===== config.mk =====
export PLATFORM = sky130hd
export DESIGN_NAME = packed_sat_add_seq
export DESIGN_NICKNAME = d
export VERILOG_FILES = /design/src/rtl/packed_sat_add_seq_pkg.sv /design/src/rtl/packed_sat_add_seq_sat_add8.sv /design/src/rtl/packed_sat_add_seq.sv
export SDC_FILE = /design/constraint.sdc
export NUM_CORES = 1
export LEC_CHECK = 0
export ABC_AREA = 1
export CAP_MARGIN = 40
export CORE_MARGIN = 5
export CORE_UTILIZATION = 45
export DETAILED_ROUTE_END_ITERATION = 12
export MAX_ROUTING_LAYER = met4
export PLACE_DENSITY = 0.72
export SLEW_MARGIN = 30
export SYNTH_ARGS = -nofsm -noshare
export SYNTH_HDL_FRONTEND = slang
export SYNTH_SLANG_ARGS = --single-unit
export TNS_END_PERCENT = 5

===== constraint.sdc =====
create_clock -name clk -period 4.2 [get_ports clk]
set_clock_uncertainty 0.15 [all_clocks]
set_input_delay 0.84 -clock clk [delete_from_list [all_inputs] [get_ports clk]]
set_output_delay 0.84 -clock clk [all_outputs]
set_load 0.02 [all_outputs]

===== src/rtl/packed_sat_add_seq_pkg.sv =====
// rtl/packed_sat_add_seq_pkg.sv - shared state encoding and saturation constants
package packed_sat_add_seq_pkg;

  localparam int LANE_BITS = 8;

  localparam logic [LANE_BITS-1:0] SAT_POS = 8'h7F;
  localparam logic [LANE_BITS-1:0] SAT_NEG = 8'h80;

  typedef enum logic [1:0] {
    ST_IDLE = 2'd0,
    ST_RUN  = 2'd1,
    ST_DONE = 2'd2
  } state_t;

endpackage


===== src/rtl/packed_sat_add_seq_sat_add8.sv =====
// rtl/packed_sat_add_seq_sat_add8.sv - combinational 8-bit signed add/sub with saturation
module sat_add8
  import packed_sat_add_seq_pkg::*;
(
  input  logic [LANE_BITS-1:0] a,
  input  logic [LANE_BITS-1:0] b,
  input  logic                 sub,
  output logic [LANE_BITS-1:0] sum,
  output logic                 sat,
  output logic                 cout
);

  logic [LANE_BITS-1:0] b_eff;
  logic [LANE_BITS:0]   full;
  logic [LANE_BITS-1:0] raw;
  logic                 same_sign;

  assign b_eff = sub ? ~b : b;
  assign full  = {1'b0, a} + {1'b0, b_eff} + {{LANE_BITS{1'b0}}, sub};
  assign raw   = full[LANE_BITS-1:0];
  assign cout  = full[LANE_BITS];

  // Compare against the sign of b itself (flipped for sub) rather than ~b+1,
  // so b=0x80 in a subtraction still counts as a negative subtrahend.
  assign same_sign = (a[LANE_BITS-1] == (b[LANE_BITS-1] ^ sub));
  assign sat       = same_sign && (raw[LANE_BITS-1] != a[LANE_BITS-1]);
  assign sum       = sat ? (a[LANE_BITS-1] ? SAT_NEG : SAT_POS) : raw;

endmodule


===== src/rtl/packed_sat_add_seq.sv =====
// rtl/packed_sat_add_seq.sv - packed signed-byte saturating add/sub, one lane per cycle
module packed_sat_add_seq
  import packed_sat_add_seq_pkg::*;
#(
  parameter int LANES  = 4,
  parameter int LANE_W = 8
) (
  input  logic                    clk,
  input  logic                    rst_n,
  input  logic                    in_valid,
  output logic                    in_ready,
  input  logic                    op_sub,
  input  logic [LANES*LANE_W-1:0] a,
  input  logic [LANES*LANE_W-1:0] b,
  output logic                    out_valid,
  input  logic                    out_ready,
  output logic [LANES*LANE_W-1:0] result,
  output logic [LANES-1:0]        sat
);

  localparam int IDX_W = $clog2(LANES);
  localparam logic [IDX_W-1:0] LAST_IDX = IDX_W'(LANES - 1);

  state_t                  state;
  logic [IDX_W-1:0]        idx;
  logic [LANES*LANE_W-1:0] a_q;
  logic [LANES*LANE_W-1:0] b_q;
  logic                    op_q;

  logic [LANE_W-1:0] lane_a;
  logic [LANE_W-1:0] lane_b;
  logic [LANE_W-1:0] lane_sum;
  logic              lane_sat;
  logic              unused_cout;

  assign lane_a = a_q[idx*LANE_W +: LANE_W];
  assign lane_b = b_q[idx*LANE_W +: LANE_W];

  sat_add8 u_sat_add8 (
    .a    (lane_a),
    .b    (lane_b),
    .sub  (op_q),
    .sum  (lane_sum),
    .sat  (lane_sat),
    .cout (unused_cout)
  );

  always_ff @(posedge clk or negedge rst_n) begin
    if (!rst_n) begin
      state     <= ST_IDLE;
      in_ready  <= 1'b1;
      out_valid <= 1'b0;
      result    <= '0;
      sat       <= '0;
      idx       <= '0;
      a_q       <= '0;
      b_q       <= '0;
      op_q      <= 1'b0;
    end else begin
      case (state)
        ST_IDLE: begin
          if (in_valid) begin
            a_q      <= a;
            b_q      <= b;
            op_q     <= op_sub;
            result   <= '0;
            sat      <= '0;
            idx      <= '0;
            in_ready <= 1'b0;
            state    <= ST_RUN;
          end
        end
        ST_RUN: begin
          result[idx*LANE_W +: LANE_W] <= lane_sum;
          sat[idx]                     <= lane_sat;
          if (idx == LAST_IDX) begin
            out_valid <= 1'b1;
            state     <= ST_DONE;
          end else begin
            idx <= idx + IDX_W'(1);
          end
        end
        ST_DONE: begin
          // in_ready stays low here, so a new request waits one IDLE cycle.
          if (out_ready) begin
            out_valid <= 1'b0;
            in_ready  <= 1'b1;
            idx       <= '0;
            state     <= ST_IDLE;
          end
        end
        default: begin
          state     <= ST_IDLE;
          in_ready  <= 1'b1;
          out_valid <= 1'b0;
        end
      endcase
    end
  end

endmodule


==> out/results.txt <==
Status = finished, final reports clean
Tcrit/Tclk final = 0.794
CTS clk-pin slew, worst paths = 0.07 ns
H-tree lvl count = 3
Final wirelength = 12,300 microns
Synth unique cells = 38
Post-CTS setup buffers = 0
Period minus WS final = 3.34 ns
RSZ-0062 raised after global routing = false
Yosys top cell area share = 0.513
Clock Root Buffer = clkbuf_16
Input/output buffers = 106
Critical-path top delay cell = dfrtp_1
Fill cell count = 984
EDFF count, synth = 0
Crit-path cells = inv_4, o21ai_0, o22ai_1, xor2_1, ha_1, a21oi_1, inv_1, a21oi_1, nor2_1, nor2_1, nand2_2, o21ai_0, o21ai_0
Vias in the first global route = 4,091
CP Class = flip-flop to flip-flop
Reg2reg setup slack = 0.86 ns
Final ANT Viol Nets = 0
CTS Buf Count = 9
Final net count = 694
Synthesized area = 5170 sq um
Post-Syn Instances = 514
Core footprint = 11,300 sq um
Crit path largest cell delay = 0.70 ns
Average size of a mapped cell = 10.1 sq um
Most common cell in the netlist = dfrtp_1
Post-DP HPWL = 9340 microns
List of most frequent post-synthesis cells = dfrtp_1, nand2_1, mux2_2
Buf/Inv on CP = 2
Dominant cells by area after synthesis = dfrtp_1, mux2_2, nand2_1, o21ai_0, nand3_1
Setup Viol. Count Final = 0
Critical Path Sink Type = flip-flop
Height of the die = 117 microns
Site row count = 39
Max-slew violations = 0
Register Area = 2680 sq um
Crit path DAT = 3.39 ns
Multi-input logic area = 2260 sq um
Ports = 107
TritonCTS clock tree = yes
Crit-path leading delay family = compound AO/OA/AOI/OAI gates
Largest area contributor in the netlist = dfrtp_1
Fin. Hold Viols = 0
Largest net degree at the start of global routing = 83
Clk Latency, worst-skew pair = 0.34 ns
Max-cap viol count = 0
Yosys reg bits = 107
Placer Congestion = 0.887
Max_slew headroom = 0.508
PostCTS Resize Cnt = 0
Worst-path fanout max = 37
Vias = 3,983
Initial antenna violation count = 0
Setup TNS = 0 ns
Initial DRC count = 208
Total Routing Usage GR = 0.191
Routed WL per cell = 16.1 microns
Min-delay worst type = flip-flop to flip-flop
Clock Path Buffers = 2
Sequential area share after synthesis = 0.518
Drc violations = 0
Initial Utilization = 0.457
Layout cells sized above 1 = 0.185
F_max = 300 MHz
Die W = 117 microns
Ant diodes = 0
Worst Path Required = 4.25 ns
Drt pass-1 iters = 5
FFs w/ async S/R, synth = 1.00
Startpoint types = flip-flop
Post-Syn Nets = 594
# hold bufs at CTS = 0
Least-Margin Pin Slew = 0.738 ns
Top FF cell, synth = dfrtp_1
Worst path most repeated cell = o21ai_0
Vias per inst = 5.24
Die ar. = 13,700 sq um
GR Overflow Total = 0
Clock sink count = 107
Yosys warnings = 0
First-pass GRT wire length = 20,000 microns
Layout area overhead = 29.0%
## per-stage QoR
| step | instance area (sq um) | hold WS, ns | setup WS [ns] | utilization | std cells |
|---|---|---|---|---|---|
| final | 6670 | 0.338 | 0.864 | 0.589 | 760 |
| after global routing | 6670 | 0.363 | 0.619 | 0.589 | 760 |
| after CTS | 6650 | 0.341 | 0.887 | 0.587 | 759 |
| after detailed placement | 6340 | 0.323 | 0.937 | 0.560 | 745 |
| after global placement | 6340 | 0.318 | 1.05 | 0.560 | 745 |
| after floorplan | 5170 | 0.324 | 1.21 | - | 514 |
## sequential cells by signal (all words and copies together), names as in the netlist
register   count
out_valid      1
result        32
in_ready       1
sat            4
b_q           32
idx            2
state          2
op_q           1
a_q           32
## path summary, 6_finish.rpt
path | startpoint | end | cells past startpoint
setup / recovery | idx[0] | sat[2] | 13
hold / removal | result[17] | result[17] | 2
setup reg to reg | idx[0] | sat[2] | 13
hold reg to reg | result[17] | result[17] | 2
max in group asynchronous | rst_n | a_q[31] | 2
min in group asynchronous | rst_n | result[8] | 1
## cells in the final DEF, fill, tap and decap left out, types with 3 or more instances in the layout
master	Yosys	final
xor2_1	8	8
a21oi_1	10	10
dfrtp_1	106	106
o21ai_0	41	41
nand3_1	35	35
clkbuf_16	0	9
nand2_2	13	14
nor2_1	41	41
ha_1	10	10
nand4_2	4	4
o22ai_1	12	12
inv_1	27	27
inv_2	3	3
nand2_1	83	82
buf_4	1	3
mux2_2	62	62
clkdlybuf4s50_1	0	105
o21ai_1	16	16
## layout make-up
class | instances | area share
Inverter | 32 | 0.0184
Tap cell | 143 | 0.0268
Sequential cell | 107 | 0.402
Multi-Input combinational cell | 353 | 0.339
Timing Repair Buffer | 111 | 0.169
Clock inverter | 5 | 0.0120
Clock buffer | 9 | 0.0338
## per-layer routing
| layer | up-vias | part of all wire | global-route usage |
|---|---|---|---|
| met4 | 0 | 0.016 | 0.0589 |
| met2 | 129 | 0.47 | 0.303 |
| met3 | 15 | 0.056 | 0.0216 |
| li1 | 1922 | - | - |
| met5 | - | 0 | - |
| met1 | 1917 | 0.46 | 0.260 |
## cell families (layout without fill, tap and decap cells)
group | Yosys count | count (layout) | share of synthesized area
multiplexers | 62 | 62 | 0.135
buffers and inverters | 54 | 157 | 0.0457
XOR/XNOR | 10 | 10 | 0.0184
flip-flops | 107 | 107 | 0.518
adder cells (fa/ha/maj) | 11 | 11 | 0.0281
AO/OA/AOI/OAI | 84 | 84 | 0.0885
AND/OR/NAND/NOR | 186 | 186 | 0.166
## worst register-to-register path, stage by stage (launching register included)
cell	delay [ns]
dfrtp_1	0.70
inv_4	0.26
o21ai_0	0.23
o22ai_1	0.11
xor2_1	0.15
ha_1	0.33
a21oi_1	0.14
inv_1	0.07
a21oi_1	0.13
nor2_1	0.05
nor2_1	0.23
nand2_2	0.14
o21ai_0	0.37
o21ai_0	0.14
Power is left out: the tool's default activity adds up to more than one toggle a clock period on the data nets, which glitch-free logic cannot reach.
